File: config.mk
export PLATFORM = sky130hd
export DESIGN_NAME = rr_pick
export DESIGN_NICKNAME = d
export VERILOG_FILES = /design/src/rtl/test_if_arbiter_pick.sv
export SDC_FILE = /design/constraint.sdc
export NUM_CORES = 1
export LEC_CHECK = 0
export BUFFER_PORTS_ARGS = -buffer_cell sky130_fd_sc_hd__clkbuf_2
export CAP_MARGIN = 20
export CORE_AREA = 2 2 39 41
export DETAILED_ROUTE_END_ITERATION = 12
export DIE_AREA = 0 0 41 43
export PLACE_DENSITY_LB_ADDON = 0.1
export REMOVE_ABC_BUFFERS = 1
export SLEW_MARGIN = 20
export SYNTH_ARGS = -nofsm -noshare
export SYNTH_HDL_FRONTEND = slang
export SYNTH_SLANG_ARGS = --single-unit
File: constraint.sdc
create_clock -name vclk -period 0.8
set_input_delay 0.04 -clock vclk [all_inputs]
set_output_delay 0.04 -clock vclk [all_outputs]
set_load 0.05 [all_outputs]
File: src/rtl/test_if_arbiter_pick.sv
`default_nettype none
//============================================================================
// Module      : rr_pick
// Description : Combinational rotate-priority picker. Searches req starting
//               at ptr, then ptr+1, ... wrapping at NREQ-1 back to 0.
// Ports       : req [NREQ]  request vector
//               ptr         highest-priority position
//               idx         index of the first set request found
//               any         at least one request is set
// Revision    : 1.0 - initial release
//============================================================================
module rr_pick #(
  parameter int NREQ  = 4,
  parameter int PTR_W = $clog2(NREQ)
) (
  input  wire logic [NREQ-1:0]  req,
  input  wire logic [PTR_W-1:0] ptr,
  output logic      [PTR_W-1:0] idx,
  output logic                  any
);

  always_comb begin
    int               v_sum;
    logic [PTR_W-1:0] v_cand;
    idx    = '0;
    any    = 1'b0;
    v_sum  = 0;
    v_cand = '0;
    for (int i = 0; i < NREQ; i++) begin
      v_sum = int'(ptr) + i;
      if (v_sum >= NREQ) begin
        v_sum = v_sum - NREQ;
      end
      v_cand = PTR_W'(v_sum);
      // First hit in rotated order wins; later hits are ignored.
      if (!any && req[v_cand]) begin
        any = 1'b1;
        idx = v_cand;
      end
    end
  end

endmodule : rr_pick
`default_nettype wire

==> results of run 1 <==
[critical path, delay by kind of cell]
| kind | cells | cell delay [ns] |
|---|---|---|
| AO/OA/AOI/OAI | 2 | 0.52 |
| buffers and inverters | 2 | 0.26 |
[cell usage after synthesis]
cell type	n
a21oi_1	4
inv_1	4
a221o_1	1
inv_2	1
nand2b_1	1
nand3_1	1
nor2_1	1
o21ai_0	1
o221ai_1	1
[power breakdown]
part	internal (mW)	switching (mW)
Combinational	0.0860	0.0837
Clock	0	0
Sequential	0	0
[layer usage]
layer / part of all wire / vias to the layer above / global-route usage
li1: - / 81 / -
met1: 0.29 / 71 / 0.0411
met2: 0.71 / 0 / 0.0844
met3: 0 / 0 / 0
met4: 0 / 0 / 0
met5: 0 / - / 0
[per-stage QoR]
step                       util  setup WS (ns)  total power, mW  instance area, um^2
final                     0.175        -0.0541            0.170                  241
after CTS                 0.153        -0.0696            0.152                  211
after global placement    0.141         -0.206            0.139                  195
after global routing      0.175         -0.102            0.181                  241
after floorplan               -         -0.430           0.0654                 77.6
after detailed placement  0.141         -0.199            0.137                  195
[layout make-up]
cell class                 instances  area, um^2  share of cell area
inverter                           5        18.8              0.0777
multi-input combinational         10        70.1               0.290
timing repair buffer              14         133               0.549
tap                               16        20.0              0.0829
[what timing repair did]
| action | CTS | global route |
|---|---|---|
| pin swaps | 3 | 3 |
| resized for setup | 4 | 14 |
| buffers inserted | 0 | 0 |
| setup endpoints to repair | 2 | 3 |
[kinds of logic (layout without fill, tap and decap cells)]
kind of cell,after synthesis,in the layout
AOI/OAI and AO/OA,7,7
buffers and inverters,5,19
and+or+nand+nor,3,3
[worst min path at each step]
stage / from / slack [ns] / cells after the start / end
detailed placement: req[3] / 0.47 / 4 / idx[1]
CTS: req[3] / 0.46 / 4 / idx[1]
global route: req[3] / 0.49 / 4 / idx[1]
finish: req[3] / 0.45 / 4 / idx[1]
floorplan: ptr[1] / 0.38 / 2 / idx[1]
global placement: req[3] / 0.48 / 4 / idx[1]
==> reports/results.tsv, run 1 <==
stage	metric	value	unit
critical_path	critical path required time	0.76	ns
timing	TNS Setup	-0.0645	ns
synth	Synth area leaders	a21oi_1 (26%), inv_1 (19%), a221o_1 (13%)	
timing	Finish-stage setup viols	2	
synth	post-synthesis sequential area ratio	0	
critical_path	nature of the critical path startpoint	input pin	
synth	largest family of logic cells by synthesized area	compound AO/OA/AOI/OAI gates	
critical_path	Crit. End Element	output pin	
layout	Sequential Area	0	um^2
placement	Placed Instances	45	
layout	fill cell count	164	
floorplan	die width	41	um
synth	syn_area_per_cell	5.17	um^2
critical_path	Critical Path Sink	idx[0]	
placement	IO buf count	9	
cts	Hold Buf Count CTS	0	
global_routing	vias in the first global route	146	
drt	post-DR wirelength/cell	6.89	um
critical_path	crit path launch	req[2]	
timing	worst-margin pin slew	0.246	ns
global_routing	initial antenna violation count	0	
drt	Via-to-Cell Ratio	3.38	
layout	FFs & Latches	0	
layout	n_diodes	0	
layout	most frequent cells in the layout	buf_4 (5), buf_6 (4), inv_1 (3), a21oi_2 (3)	
timing	Hold WS	0.453	ns
synth	Mapped Area	77.6	um^2
synth	Synth top area share	0.258	
floorplan	# IOs	9	
critical_path	crit path max fanout	3	
synth	top cell type by total area after synthesis	a21oi_1	
drt	initial drt markers	1	
run_status	failing checks	negative setup slack	
layout	Nets	37	
layout	layout clock buffer count	0	
floorplan	num rows	14	
placement	HPWL after detailed placement	291	um
timing	Max Freq	1170	MHz
drt	Antenna Violating Nets Remaining	0	
global_routing	Remaining Overflow, GRT	0	
run	number of max-cap violations	0	
timing	Pins Over Slew Limit	0	
drt	Post-Route WL	310	um
power	Leak	0.117	nW
critical_path	critical path class	in2out	
layout	layout cells sized above 1	0.655	
synth	Post-Syn Instances	15	
timing	post-layout minimum cycle time	0.854	ns
global_routing	first-pass GRT wire length	524	um
global_routing	pin count of the biggest net entering global routing	5	
power	pwr/cell area	703	nW/um^2
placement	Final GP Congestion	0.582	
critical_path	max incr delay on CP	0.35	ns
synth	unique cell type count in the Yosys netlist	9	
synth	simple-gate share of the synthesized area	0.194	
critical_path	CP cell instances	buf_6, a221o_1, a21oi_2, buf_8	
critical_path	Crit-path slowest cell	a221o_1	
timing	unrepaired setup endpoints after global routing	yes	
timing	fin crit share	1.07	
layout	Area growth syn-to-layout	211	%
synth	post-synthesis mux area share	0	
critical_path	CP arrival	0.81	ns
timing	Setup WS post-layout	-0.0541	ns
synth	synth warn	0	
floorplan	initial core utilization	0.0561	
drt	via count	152	
drt	Remaining DRCs	0	
timing	final hold viol count	0	
worst_hold_path	Hold Path Class	in2out	
floorplan	die area	1760	um^2
global_routing	overall routing resource usage	0.0400	
layout	most common cell after layout, fill and taps aside	buf_4	
timing	Max-slew headroom	0.837	
synth	Post-Synth XOR/XNOR Area	0	
power	Max VDD drop	0.121	mV
layout	Finished Layout Cells	45	
synth	post-synthesis adder-cell area fraction	0	
floorplan	core area	1380	um^2
synth	Synth Area in Compound Gates	0.565	
floorplan	Chip Height	43	um
drt	Pre-antenna DRT Iters	2	
run_status	status	complete, but fails checks	
No activity file was read; power rests on OpenSTA's default activity.
==> run 2: changes to the inputs <==
==> constraint.sdc (replaced) <==
create_clock -name vclk -period 0.8
set_input_delay 0.04 -clock vclk [all_inputs]
set_output_delay 0.04 -clock vclk [all_outputs]
set_load 0.005 [all_outputs]
==> run 2 against run 1 <==
The flow now finishes without violations; maximum frequency up 8.5%; total power is 44% lower; combinational power fell by 44%; setup slack improved by 0.067 ns; via count shrank 2.0%; cell area decreased by 18%; critical endpoint unchanged.
==> reports/results.tsv, run 2 (synthesized netlist as in run 1, its figures left out) <==
stage	metric	value	unit
floorplan	die area	1760	um^2
floorplan	die width	41	um
layout	most common cell after layout, fill and taps aside	buf_6	
timing	unrepaired setup endpoints after global routing	yes	
layout	layout clock buffer count	0	
timing	Finish-stage setup viols	0	
power	Max VDD drop	0.0618	mV
layout	Final Core Density	0.143	
global_routing	Remaining Overflow, GRT	0	
drt	via count	149	
layout	layout cells sized above 1	0.593	
critical_path	delay-heaviest family, CP	compound AO/OA/AOI/OAI gates	
drt	Via-to-Cell Ratio	3.47	
drt	Pre-antenna DRT Iters	2	
layout	Nets	35	
floorplan	Chip Height	43	um
layout	Multi-input gate area	66.3	um^2
floorplan	core area	1380	um^2
critical_path	critical path class	in2out	
placement	IO buf count	9	
placement	Final GP Congestion	0.595	
global_routing	first-pass GRT wire length	489	um
drt	Post-Route WL	326	um
worst_hold_path	Hold Path Class	in2out	
critical_path	critical path required time	0.76	ns
placement	Setup WS pre-CTS	-0.0365	ns
worst_hold_path	HP Start	req[2]	
global_routing	vias in the first global route	147	
timing	worst-margin pin slew	0.215	ns
floorplan	initial core utilization	0.0561	
drt	Antenna Violating Nets Remaining	0	
placement	HPWL after detailed placement	287	um
run	number of max-cap violations	0	
critical_path	nature of the critical path startpoint	input pin	
layout	most frequent cells in the layout	buf_6 (4), inv_1 (3), clkbuf_2 (3), buf_4 (3)	
timing	Pins Over Slew Limit	0	
timing	fin crit share	0.984	
timing	Setup WS post-layout	0.0128	ns
power	Leak	0.0999	nW
cts	post-CTS setup buffer count	0	
critical_path	Crit-path slowest cell	a221o_1	
power	pwr/cell area	480	nW/um^2
critical_path	CP cell instances	buf_6, a221o_1, a21oi_2, buf_2	
drt	initial drt markers	1	
layout	Finished Layout Cells	43	
layout	n_diodes	0	
timing	Max-slew headroom	0.857	
timing	post-layout minimum cycle time	0.787	ns
layout	Sequential Area	0	um^2
cts	Hold Buf Count CTS	0	
worst_hold_path	Worst Hold Endpoint	any	
layout	fill cell count	170	
floorplan	num rows	14	
run_status	status	completed	
critical_path	CP arrival	0.75	ns
layout	design area	198	um^2
layout	FFs & Latches	0	
layout	Area growth syn-to-layout	155	%
critical_path	critical path buffer and inverter count	2	
worst_hold_path	Hold Path Depth	4	
global_routing	initial antenna violation count	0	
critical_path	crit path max fanout	3	
placement	dpl cell area	165	um^2
critical_path	Crit. End Element	output pin	
floorplan	# IOs	9	
drt	Remaining DRCs	0	
timing	Max Freq	1270	MHz
placement	Placed Instances	43	
timing	TNS Setup	0	ns
critical_path	max incr delay on CP	0.35	ns
global_routing	pin count of the biggest net entering global routing	5	
global_routing	overall routing resource usage	0.0370	
drt	post-DR wirelength/cell	7.58	um
timing	final hold viol count	0	
[run 2: how the worst max path moves through the flow]
stage	start	endpoint	slack [ns]	cells after the start
2_1_floorplan	req[1]	idx[0]	0.20	3
3_3_place_gp	req[1]	idx[0]	-0.03	5
3_5_place_dp	req[1]	idx[0]	-0.04	5
4_1_cts	req[1]	idx[0]	0.01	5
5_1_grt	req[2]	idx[0]	-0.005	4
6_report	req[2]	idx[0]	0.01	4
[run 2: area by class of cell]
type	count	area share
Multi-Input combinational cell	10	0.335
Inverter	5	0.0949
Tap cell	16	0.101
Timing Repair Buffer	12	0.468
[run 2: metrics by stage]
| step | power, mW | hold slack [ns] |
|---|---|---|
| 4_1_cts | 0.0761 | 0.394 |
| 6_report | 0.0948 | 0.354 |
| 5_1_grt | 0.105 | 0.371 |
| 2_1_floorplan | 0.0277 | 0.169 |
| 3_3_place_gp | 0.0761 | 0.391 |
| 3_5_place_dp | 0.0759 | 0.393 |
[run 2: report_power, final]
| group | total [mW] | switching (mW) | internal [mW] | leakage, nW |
|---|---|---|---|---|
| clock network | 0 | 0 | 0 | 0 |
| logic | 0.0948 | 0.0398 | 0.0550 | 0.0999 |
| registers | 0 | 0 | 0 | 0 |
[run 2: layer usage]
| layer | wire, um | GRT usage | vias up | part of all wire |
|---|---|---|---|---|
| met5 | 0 | 0 | - | 0 |
| met4 | 0 | 0 | 0 | 0 |
| met3 | 0 | 0 | 0 | 0 |
| met2 | 246 | 0.0938 | 0 | 0.75 |
| met1 | 79 | 0.0222 | 73 | 0.24 |
| li1 | - | - | 76 | - |
[run 2: what timing repair did]
action / in CTS / in global routing
endpoints found under the setup margin: 1 / 2
pin swaps: 2 / 4
resized for setup: 0 / 13
